===== src/rtl/hazard_unit_if.sv =====
// ---------------------------------------------------------------------------
// hazard_unit_if
// Bundles the pipeline-side signals of hazard_unit into one interface.
//   master : pipeline control (drives ID/EX/stage/long-latency info,
//            receives forward selects, ID stall and EX bubble)
//   slave  : hazard_unit itself
// Signals
//   ex_rs/ex_uses, id_rs/id_uses   source regs (5 bits each) and use flags
//   id_rd/id_wr, ex_rd/ex_wr       destination reg and write enable
//   ex_is_load                     EX instruction is a load
//   stg_rd/stg_wr                  rd and write flag of forwarding stages 1..NUM_FWD
//   mc_issue/mc_rd                 long-latency op leaving ID
//   mc_wb/mc_wb_rd                 long-latency writeback
//   flush                          squash ID/EX
//   fwd_sel/stall_id/bubble_ex     results
// Optional macro HAZARD_PERF_EN adds perf_lu_stalls / perf_sb_stalls.
// ---------------------------------------------------------------------------
interface hazard_unit_if #(
  parameter int NUM_SRC = 2,
  parameter int NUM_FWD = 2
);
  localparam int SELW = $clog2(NUM_FWD + 1);

  logic [NUM_SRC*5-1:0]    ex_rs;
  logic [NUM_SRC-1:0]      ex_uses;
  logic [NUM_SRC*5-1:0]    id_rs;
  logic [NUM_SRC-1:0]      id_uses;
  logic [4:0]              id_rd;
  logic                    id_wr;
  logic [4:0]              ex_rd;
  logic                    ex_wr;
  logic                    ex_is_load;
  logic [NUM_FWD*5-1:0]    stg_rd;
  logic [NUM_FWD-1:0]      stg_wr;
  logic                    mc_issue;
  logic [4:0]              mc_rd;
  logic                    mc_wb;
  logic [4:0]              mc_wb_rd;
  logic                    flush;
  logic [NUM_SRC*SELW-1:0] fwd_sel;
  logic                    stall_id;
  logic                    bubble_ex;
`ifdef HAZARD_PERF_EN
  logic [31:0]             perf_lu_stalls;
  logic [31:0]             perf_sb_stalls;

  modport master (
    output ex_rs, ex_uses, id_rs, id_uses, id_rd, id_wr, ex_rd, ex_wr,
           ex_is_load, stg_rd, stg_wr, mc_issue, mc_rd, mc_wb, mc_wb_rd, flush,
    input  fwd_sel, stall_id, bubble_ex, perf_lu_stalls, perf_sb_stalls
  );

  modport slave (
    input  ex_rs, ex_uses, id_rs, id_uses, id_rd, id_wr, ex_rd, ex_wr,
           ex_is_load, stg_rd, stg_wr, mc_issue, mc_rd, mc_wb, mc_wb_rd, flush,
    output fwd_sel, stall_id, bubble_ex, perf_lu_stalls, perf_sb_stalls
  );
`else
  modport master (
    output ex_rs, ex_uses, id_rs, id_uses, id_rd, id_wr, ex_rd, ex_wr,
           ex_is_load, stg_rd, stg_wr, mc_issue, mc_rd, mc_wb, mc_wb_rd, flush,
    input  fwd_sel, stall_id, bubble_ex
  );

  modport slave (
    input  ex_rs, ex_uses, id_rs, id_uses, id_rd, id_wr, ex_rd, ex_wr,
           ex_is_load, stg_rd, stg_wr, mc_issue, mc_rd, mc_wb, mc_wb_rd, flush,
    output fwd_sel, stall_id, bubble_ex
  );
`endif
endinterface


===== src/rtl/hazard_unit.sv =====
// ---------------------------------------------------------------------------
// hazard_unit
// Pipeline hazard logic beside the ID/EX registers:
//   - per-operand forward selects for the EX instruction (0 = regfile,
//     k = forwarding stage k, nearest stage wins, x0 never forwards)
//   - load-use stall FSM holding ID for exactly LOAD_LAT cycles
//   - 32-entry pending scoreboard for long-latency (mul/div) results,
//     stalling ID on RAW or WAW against a pending register
// Ports
//   clk  : clock
//   rst  : synchronous reset, active-low; all outputs read 0 while low
//   hif  : hazard_unit_if.slave (pipeline inputs, fwd_sel/stall_id/bubble_ex)
// Optional macro HAZARD_PERF_EN adds saturating 32-bit stall counters
// perf_lu_stalls and perf_sb_stalls on the interface.
// ---------------------------------------------------------------------------
module hazard_unit #(
  parameter int NUM_SRC  = 2,
  parameter int NUM_FWD  = 2,
  parameter int LOAD_LAT = 1
) (
  input  logic          clk,
  input  logic          rst,
  hazard_unit_if.slave  hif
);
  localparam int         SELW   = $clog2(NUM_FWD + 1);
  localparam logic [1:0] LAT_M1 = 2'(LOAD_LAT - 1);

  typedef enum logic [0:0] {
    IDLE     = 1'b0,
    LU_STALL = 1'b1
  } state_t;

  state_t                  state_r;
  logic [1:0]              cnt_r;
  logic [31:0]             pending_r;

  logic [NUM_SRC*SELW-1:0] fwd_sel_s;
  logic                    lu_match_s;
  logic                    lu_hit_s;
  logic                    sb_hit_s;
  logic                    fsm_stall_s;
  logic                    stall_s;
  logic [31:0]             set_mask_s;
  logic [31:0]             clr_mask_s;
  logic [31:0]             pending_nxt_s;

  // Forward select: walk from the oldest stage to the nearest so the nearest match overwrites.
  always_comb begin
    fwd_sel_s = '0;
    for (int i = 0; i < NUM_SRC; i++) begin
      for (int k = NUM_FWD; k >= 1; k--) begin
        fwd_sel_s[SELW*i +: SELW] =
          (hif.stg_wr[k-1] && (hif.stg_rd[5*(k-1) +: 5] != 5'd0) &&
           (hif.stg_rd[5*(k-1) +: 5] == hif.ex_rs[5*i +: 5]) && hif.ex_uses[i])
          ? SELW'(k) : fwd_sel_s[SELW*i +: SELW];
      end
    end
  end

  // Load-use and scoreboard hazard detection for the instruction in ID.
  always_comb begin
    lu_match_s = 1'b0;
    sb_hit_s   = hif.id_wr & pending_r[hif.id_rd];
    for (int i = 0; i < NUM_SRC; i++) begin
      lu_match_s = lu_match_s | (hif.id_uses[i] & (hif.id_rs[5*i +: 5] == hif.ex_rd));
      sb_hit_s   = sb_hit_s   | (hif.id_uses[i] & pending_r[hif.id_rs[5*i +: 5]]);
    end
    lu_hit_s = hif.ex_is_load & hif.ex_wr & (hif.ex_rd != 5'd0) & lu_match_s;
  end

  // FSM stall request: first cycle comes straight from detection, the rest from LU_STALL.
  always_comb begin
    fsm_stall_s = 1'b0;
    case (state_r)
      IDLE:     fsm_stall_s = lu_hit_s & ~hif.flush;
      LU_STALL: fsm_stall_s = 1'b1;
      default:  fsm_stall_s = 1'b0;
    endcase
  end

  // Load-use FSM; cnt holds the stall cycles still owed after the current one.
  always_ff @(posedge clk) begin
    if (!rst) begin
      state_r <= IDLE;
      cnt_r   <= 2'd0;
    end else if (hif.flush) begin
      state_r <= IDLE;
      cnt_r   <= 2'd0;
    end else begin
      case (state_r)
        IDLE: begin
          if (lu_hit_s && (LOAD_LAT > 1)) begin
            state_r <= LU_STALL;
            cnt_r   <= LAT_M1;
          end else begin
            state_r <= IDLE;
            cnt_r   <= 2'd0;
          end
        end
        LU_STALL: begin
          if (cnt_r == 2'd1) begin
            state_r <= IDLE;
            cnt_r   <= 2'd0;
          end else begin
            state_r <= LU_STALL;
            cnt_r   <= cnt_r - 2'd1;
          end
        end
        default: begin
          state_r <= IDLE;
          cnt_r   <= 2'd0;
        end
      endcase
    end
  end

  // Scoreboard next state: OR-ing the set mask after clearing makes issue win over writeback.
  always_comb begin
    set_mask_s = 32'd0;
    clr_mask_s = 32'd0;
    if (hif.mc_issue && (hif.mc_rd != 5'd0)) begin
      set_mask_s[hif.mc_rd] = 1'b1;
    end else begin
      set_mask_s = 32'd0;
    end
    if (hif.mc_wb) begin
      clr_mask_s[hif.mc_wb_rd] = 1'b1;
    end else begin
      clr_mask_s = 32'd0;
    end
    pending_nxt_s = ((pending_r & ~clr_mask_s) | set_mask_s) & 32'hFFFF_FFFE;
  end

  // Pending register; flush leaves it alone because in-flight ops still write back.
  always_ff @(posedge clk) begin
    if (!rst) begin
      pending_r <= 32'd0;
    end else begin
      pending_r <= pending_nxt_s;
    end
  end

  assign stall_s       = rst & ~hif.flush & (fsm_stall_s | sb_hit_s);
  assign hif.stall_id  = stall_s;
  assign hif.bubble_ex = stall_s;
  assign hif.fwd_sel   = rst ? fwd_sel_s : '0;

`ifdef HAZARD_PERF_EN
  logic [31:0] perf_lu_r;
  logic [31:0] perf_sb_r;
  logic        lu_cause_s;
  logic        sb_cause_s;

  assign lu_cause_s = rst & ~hif.flush & fsm_stall_s;
  assign sb_cause_s = rst & ~hif.flush & sb_hit_s;

  // Saturating stall-cause counters; both may count in the same cycle.
  always_ff @(posedge clk) begin
    if (!rst) begin
      perf_lu_r <= 32'd0;
      perf_sb_r <= 32'd0;
    end else begin
      if (lu_cause_s && (perf_lu_r != 32'hFFFF_FFFF)) begin
        perf_lu_r <= perf_lu_r + 32'd1;
      end
      if (sb_cause_s && (perf_sb_r != 32'hFFFF_FFFF)) begin
        perf_sb_r <= perf_sb_r + 32'd1;
      end
    end
  end

  assign hif.perf_lu_stalls = rst ? perf_lu_r : 32'd0;
  assign hif.perf_sb_stalls = rst ? perf_sb_r : 32'd0;
`endif
endmodule


===== src/flat_wrapper.sv =====
// flat-port wrapper written by rule: the top's interface ports become plain ports
module hazard_unit_flat 
#(
  parameter int NUM_SRC  = 2,
  parameter int NUM_FWD  = 2,
  parameter int LOAD_LAT = 1
)
  (clk, rst, hif_ex_rs, hif_ex_uses, hif_id_rs, hif_id_uses, hif_id_rd, hif_id_wr, hif_ex_rd, hif_ex_wr, hif_ex_is_load, hif_stg_rd, hif_stg_wr, hif_mc_issue, hif_mc_rd, hif_mc_wb, hif_mc_wb_rd, hif_flush, hif_fwd_sel, hif_stall_id, hif_bubble_ex);
  hazard_unit_if #(.NUM_SRC(NUM_SRC), .NUM_FWD(NUM_FWD)) hif_i ();
  input  logic clk;
  input  logic rst;
  input wire logic [$bits(hif_i.ex_rs)-1:0] hif_ex_rs;
  input wire logic [$bits(hif_i.ex_uses)-1:0] hif_ex_uses;
  input wire logic [$bits(hif_i.id_rs)-1:0] hif_id_rs;
  input wire logic [$bits(hif_i.id_uses)-1:0] hif_id_uses;
  input wire logic [$bits(hif_i.id_rd)-1:0] hif_id_rd;
  input wire logic [$bits(hif_i.id_wr)-1:0] hif_id_wr;
  input wire logic [$bits(hif_i.ex_rd)-1:0] hif_ex_rd;
  input wire logic [$bits(hif_i.ex_wr)-1:0] hif_ex_wr;
  input wire logic [$bits(hif_i.ex_is_load)-1:0] hif_ex_is_load;
  input wire logic [$bits(hif_i.stg_rd)-1:0] hif_stg_rd;
  input wire logic [$bits(hif_i.stg_wr)-1:0] hif_stg_wr;
  input wire logic [$bits(hif_i.mc_issue)-1:0] hif_mc_issue;
  input wire logic [$bits(hif_i.mc_rd)-1:0] hif_mc_rd;
  input wire logic [$bits(hif_i.mc_wb)-1:0] hif_mc_wb;
  input wire logic [$bits(hif_i.mc_wb_rd)-1:0] hif_mc_wb_rd;
  input wire logic [$bits(hif_i.flush)-1:0] hif_flush;
  output wire logic [$bits(hif_i.fwd_sel)-1:0] hif_fwd_sel;
  output wire logic [$bits(hif_i.stall_id)-1:0] hif_stall_id;
  output wire logic [$bits(hif_i.bubble_ex)-1:0] hif_bubble_ex;
  assign hif_i.ex_rs = hif_ex_rs;
  assign hif_i.ex_uses = hif_ex_uses;
  assign hif_i.id_rs = hif_id_rs;
  assign hif_i.id_uses = hif_id_uses;
  assign hif_i.id_rd = hif_id_rd;
  assign hif_i.id_wr = hif_id_wr;
  assign hif_i.ex_rd = hif_ex_rd;
  assign hif_i.ex_wr = hif_ex_wr;
  assign hif_i.ex_is_load = hif_ex_is_load;
  assign hif_i.stg_rd = hif_stg_rd;
  assign hif_i.stg_wr = hif_stg_wr;
  assign hif_i.mc_issue = hif_mc_issue;
  assign hif_i.mc_rd = hif_mc_rd;
  assign hif_i.mc_wb = hif_mc_wb;
  assign hif_i.mc_wb_rd = hif_mc_wb_rd;
  assign hif_i.flush = hif_flush;
  assign hif_fwd_sel = hif_i.fwd_sel;
  assign hif_stall_id = hif_i.stall_id;
  assign hif_bubble_ex = hif_i.bubble_ex;
  hazard_unit #(.NUM_SRC(NUM_SRC), .NUM_FWD(NUM_FWD), .LOAD_LAT(LOAD_LAT)) u_core (.clk(clk), .rst(rst), .hif(hif_i));
endmodule

===== config.mk =====
export PLATFORM = sky130hd
export DESIGN_NAME = hazard_unit_flat
export DESIGN_NICKNAME = d
export VERILOG_FILES = /design/src/rtl/hazard_unit_if.sv /design/src/rtl/hazard_unit.sv /design/src/flat_wrapper.sv
export SDC_FILE = /design/constraint.sdc
export NUM_CORES = 1
export LEC_CHECK = 0
export ABC_CLOCK_PERIOD_IN_PS = 2500
export CAP_MARGIN = 0
export CORE_MARGIN = 2
export CORE_UTILIZATION = 45
export DETAILED_ROUTE_END_ITERATION = 8
export GPL_ROUTABILITY_DRIVEN = 0
export GPL_TIMING_DRIVEN = 0
export PLACE_DENSITY_LB_ADDON = 0.2
export SYNTH_ARGS = -nofsm -noshare
export SYNTH_HDL_FRONTEND = slang
export SYNTH_SLANG_ARGS = --single-unit
export TNS_END_PERCENT = 1

===== constraint.sdc =====
create_clock -name clk -period 2.5 [get_ports clk]
set_clock_uncertainty 0.1 [all_clocks]
set_input_delay 0.5 -clock clk [delete_from_list [all_inputs] [get_ports clk]]
set_output_delay 0.5 -clock clk [all_outputs]
set_load 0.01 [all_outputs]

* Yosys cells after proc, flatten, opt, wreduce, memory -nomap -nowiden
Index checks and enable logic that the tools add are counted.
** Storage, ports and cells
- Bits in registers :: 35
- Bits of input ports :: 64
- Output and inout bits :: 6
- Word-level logic and storage cells :: 80
** Operators by class
- Add/subtract/negate cells :: 1
- $lt $le $gt $ge :: 7
- Eq/ne operators :: 7
- Multiplexer cells :: 22
- Bitwise gates (word level) :: 21
- Reductions and logical operators :: 18
** Operators with widths (number)
- $mux 32 :: 2
- $and 32x32->32 :: 1
- $not 32->32 :: 1
- $or 32x32->32 :: 1
- $eq 5x5->1 :: 6
- $lt 5x6->1 const B :: 5
- $reduce_bool 5->1 :: 4
- $bmux 1 s5 :: 3
- $logic_and 1x1->1 :: 13
- $and 1x1->1 :: 11
- $demux 1 s5 :: 2
- $ge 5x1->1 const B :: 2
- $mux 2 :: 5
- $mux 1 :: 6
- $mux 4 :: 1
- $or 1x1->1 :: 4
- $pmux 1 s2 :: 2
- $pmux 2 s2 :: 1
- $not 1->1 :: 3
- $eq 2x1->1 const B :: 1
- $reduce_or 2->1 :: 1
- $sub 2x1->2 const B :: 1

* Logic depth before layout (Yosys ltp)
- Depth in word-level cells :: 8
- Gate-level depth with buffers :: 8
- Mapped depth without buffers :: 6

* Worst setup path after synthesis
Ideal clock, no wire load.
- Kind :: input-to-output
- Start :: input port hif_id_rs[0]
- End :: output port hif_stall_id
- Arrival :: 2.245 ns
- Data required time :: 1.900 ns
- Path slack :: -0.345 ns
- Stages :: 8
- Path buffers :: 2
- Cells stage by stage :: buf_6 mux4_1 mux2_2 a41oi_2 o31ai_1 nor4_1 o221ai_1 buf_4
** On the way
- Cells in the longest elaborated chain, start to end :: 8
- Elaborated cells on any way between the ends :: 13
- Classes of those cells :: eq/ne: 1; mux: 3; bitwise: 9
** RTL lines
- start: declaration :: line flat_wrapper.sv:14 : input wire logic [$bits(hif_i.id_rs)-1:0] hif_id_rs;
- parallel branches: the longest is 6 deep, another holds $bmux 1 s5
- $or 1x1->1 (*) :: line hazard_unit.sv:143 : assign stall_s = rst & ~hif.flush & (fsm_stall_s | sb_hit_s);
- $and 1x1->1 (*) :: line hazard_unit.sv:143
- end: declaration :: line flat_wrapper.sv:29 : output wire logic [$bits(hif_i.stall_id)-1:0] hif_stall_id;
Mark *: on every way between the ends. The select of a mux whose other input is x is not followed.

* Worst setup path in the final report
- Start :: input port hif_ex_rd[1]
- End :: output port hif_stall_id
** On the way
- Cells in the longest elaborated chain, start to end :: 8
- Elaborated cells on any way between the ends :: 12
- Classes of those cells :: eq/ne: 2; mux: 1; bitwise: 8; reduce/logical: 1
** RTL lines
- start: declaration :: line flat_wrapper.sv:18 : input wire logic [$bits(hif_i.ex_rd)-1:0] hif_ex_rd;
- $eq 5x5->1 :: line hazard_unit.sv:65 : lu_match_s = lu_match_s | (hif.id_uses[i] & (hif.id_rs[5*i +: 5] == hif.ex_rd));
- $and 1x1->1 :: line hazard_unit.sv:65
- $or 1x1->1 :: line hazard_unit.sv:65
- $and 1x1->1 (*) :: line hazard_unit.sv:68 : lu_hit_s = hif.ex_is_load & hif.ex_wr & (hif.ex_rd != 5'd0) & lu_match_s;
- $and 1x1->1 (*) :: line hazard_unit.sv:75 : IDLE: fsm_stall_s = lu_hit_s & ~hif.flush;
- $pmux 1 s2 (*) :: line hazard_unit.sv:74 : case (state_r)
- $or 1x1->1 (*) :: line hazard_unit.sv:143
- $and 1x1->1 (*) :: line hazard_unit.sv:143
Mark *: on every way between the ends. The rest lies on a longest branch, timed or not.

==> summary.txt <==
vias per inst -> 5.93
core area -> 5850 sq um
total negative setup slack -> -0.597 ns
routed len/inst -> 17.3 microns
sequential group share of total power -> 43.8%
Netlist cell types -> 41
I/O Buffers -> 60
Max Cap Viol -> 0
Slew HR -> 24.2%
worst vdd ir -> 0.214 mV
failing checks -> negative setup slack
Power Density -> 355 nW/um^2
syn avg cell area -> 9.01 sq um
area grow syn2layout -> 31.9%
Longest Clk Path Bufs -> 2
Skew-Pair Late Insertion Delay -> 0.28 ns
clock root buffer -> clkbuf_8
vias -> 2,639
# IOs -> 70
vias in the first global route -> 2,454
FP Rows -> 28
Initial Util -> 46.2%
worst hold path class -> reg -> reg
Clock Power Share -> 31.6%
synthesized area -> 2700 sq um
Setup WS post-layout -> -0.331 ns
wire length of the first global-routing pass -> 12.0 mm
gr usage total -> 24.2%
min Tclk post-route -> 2.83 ns
P_int -> 0.000922 W
Placed Area -> 3400 sq um
layout cells sized above 1 -> 16.8%
CTS Sinks -> 34
Post-Syn Nets -> 365
CTS buffer count -> 5
synthesized flop and latch total -> 34
Detailed Route Iter0 Violations -> 82
CTS tree -> done
1st-pass router iterations -> 4
residual DRC count -> 0
status -> finished, violations left
RSZ-0062 raised after global routing -> true
worst-path fanout max -> 3
layout net count -> 436
synth warn -> 0
Arrival @ worst endpoint -> 2.23 ns
initial antenna violation count -> 0
fmax -> 0.353 GHz
GRT overflow -> 0
period utilisation layout -> 113%
Gate power share -> 24.6%
Seq/Total Area, Yosys -> 25.2%
Final setup viols -> 3
critical path class -> in -> out
post-place setup slack -> -0.922 ns
final hold violations -> 0
routed wire length -> 7.69 mm
Die ar. -> 6640 sq um
max-slew violations -> 0
leakage -> 1.27 nW
ANT cells -> 0
fin area -> 3570 sq um
H-tree Lvls -> 2
CP Capture Type -> primary output
die span in x -> 81.5 microns
DP Wirelength -> 5.99 mm
crit path launch type -> input pin
synthesized instance count -> 300
CP Data Required Time -> 1.90 ns
antenna viol nets, final -> 0
clk slew on worst S/H paths -> 0.06 ns
Net Sw Frac -> 27.1%
Sw Pwr -> 0.000343 W
hold_buf cts -> 0
Worst Max-Slew Pin Slew -> 1.13 ns
Die H -> 81.5 microns
largest net degree at the start of global routing -> 11
==> worst max-delay path, stage by stage <==
cell	delay (ns)
dlygate4sd2_1	0.28
or4_1	0.54
o21ai_1	0.14
a21oi_1	0.05
nor4_1	0.27
o221ai_1	0.17
buf_4	0.16
buf_6	0.11
==> state kept, by name, summed over array words and instances (netlist names) <==
name	count
u_core.cnt_r	2
u_core.state_r	1
u_core.pending_r	31
==> power by group through the flow <==
stage / registers, W / clock network (W) / logic (W)
5_1_grt: 0.000555 / 0.000425 / 0.000336
2_1_floorplan: 0.000564 / 0 / 0.000150
3_3_place_gp: 0.000566 / 0 / 0.000303
4_1_cts: 0.000554 / 0.000404 / 0.000308
6_report: 0.000555 / 0.000400 / 0.000311
3_5_place_dp: 0.000567 / 0 / 0.000307
==> layout make-up <==
type | instances | area (sq um)
buffer | 14 | 92.6
clock buffer | 6 | 82.6
fill | 528 | 2280
inverter | 2 | 7.51
multi-input combinational | 250 | 1990
sequential | 34 | 689
tap | 75 | 93.8
timing repair buffer | 64 | 612
==> cells in the final DEF (no fill, tap or decap), types with 3 or more instances in the layout <==
master,instances
nand2_1,45
clkdlybuf4s50_1,34
o21ai_0,32
a21boi_0,31
dfxtp_1,27
xor2_1,16
mux4_2,16
xnor2_1,14
dlygate4sd2_1,13
mux2i_1,9
nand3_1,8
nor2_1,8
dfxtp_2,7
buf_4,6
clkbuf_8,6
clkbuf_2,5
nor3_1,5
nand2b_1,5
clkbuf_1,5
mux4_1,5
a21oi_1,5
nor3b_1,5
nand3b_1,5
dlymetal6s2s_1,5
and2_1,3
nor4_2,3
nor4_1,3
buf_2,3
clkdlybuf4s15_2,3
==> routing by layer <==
metal	GRT usage, %	up-vias	routed length, microns
met3	3.63	15	506
met2	40.7	105	3560
li1	-	1269	-
met1	31.7	1250	3450
met4	8.47	0	172
met5	0	-	0
==> cells in the mapped netlist <==
| library cell | instances | area share [%] |
|---|---|---|
| o22ai_1 | 1 | 0.23 |
| or3b_2 | 2 | 0.65 |
| ha_1 | 1 | 0.46 |
| dfxtp_1 | 34 | 25 |
| clkbuf_1 | 9 | 1.2 |
| nand2b_1 | 5 | 1.2 |
| nor4_1 | 6 | 1.4 |
| nor3_1 | 7 | 1.3 |
| nor3b_1 | 5 | 1.4 |
| nand3_1 | 8 | 1.5 |
| or4_1 | 3 | 0.83 |
| xor2_1 | 16 | 5.2 |
| o21ai_0 | 34 | 6.3 |
| or3_1 | 1 | 0.23 |
| a31oi_1 | 1 | 0.23 |
| buf_4 | 1 | 0.28 |
| buf_2 | 3 | 0.56 |
| and3_1 | 2 | 0.46 |
| mux4_1 | 7 | 6.8 |
| o311ai_0 | 1 | 0.32 |
| a41oi_2 | 1 | 0.60 |
| nand3b_1 | 5 | 1.4 |
| and3b_1 | 1 | 0.32 |
| mux4_2 | 14 | 12 |
| inv_1 | 2 | 0.28 |
| o211ai_1 | 2 | 0.56 |
| and2_1 | 3 | 0.69 |
| xnor2_1 | 14 | 4.5 |
| nor2_1 | 8 | 1.1 |
| nor2b_1 | 2 | 0.46 |
| a21oi_1 | 5 | 0.93 |
| mux2_2 | 2 | 0.83 |
| nand4_1 | 2 | 0.46 |
| o31ai_1 | 1 | 0.28 |
| mux2i_1 | 9 | 3.3 |
| a21boi_0 | 31 | 8.6 |
| nor4b_1 | 2 | 0.65 |
| o2111ai_1 | 1 | 0.32 |
| buf_6 | 1 | 0.42 |
| nand2_1 | 45 | 6.2 |
| o221ai_1 | 2 | 0.65 |
==> timing repair <==
action                     in CTS  in global routing
pin swaps                       4                  5
gates resized for setup        55                 15
setup endpoints to repair       6                  6
buffers inserted                4                  0
==> metrics by stage <==
step                power (W)  util [%]  instances  hold slack (ns)
floorplan            0.000713         -        300            0.298
global placement     0.000869      58.2        435            0.311
detailed placement   0.000874      58.2        435            0.312
CTS                   0.00127      60.4        445            0.322
global route          0.00132      60.9        445            0.332
finish                0.00127      60.9        445            0.318
==> final timing paths <==
| kind | start | endpoint | slack, ns | depth (start not counted) |
|---|---|---|---|---|
| max | hif_ex_rd[1] | hif_stall_id | -0.33 | 8 |
| min | u_core.cnt_r[0] | u_core.cnt_r[0] | 0.32 | 1 |
| max reg2reg | u_core.cnt_r[1] | u_core.cnt_r[0] | 1.38 | 4 |
| min reg2reg | u_core.cnt_r[0] | u_core.cnt_r[0] | 0.32 | 1 |
==> cells by family (layout without fill, tap and decap cells) <==
family | Yosys count | count (layout) | share of synthesized area (%)
AOI/OAI and AO/OA | 80 | 80 | 19.0
xor gates and xnor gates | 30 | 30 | 9.72
adders and majority gates | 1 | 1 | 0.463
buffers and inverters | 16 | 86 | 2.78
DFF | 34 | 34 | 25.2
muxes | 32 | 32 | 22.6
and+or+nand+nor | 107 | 107 | 20.2
No activity file was read; power rests on OpenSTA's default activity.
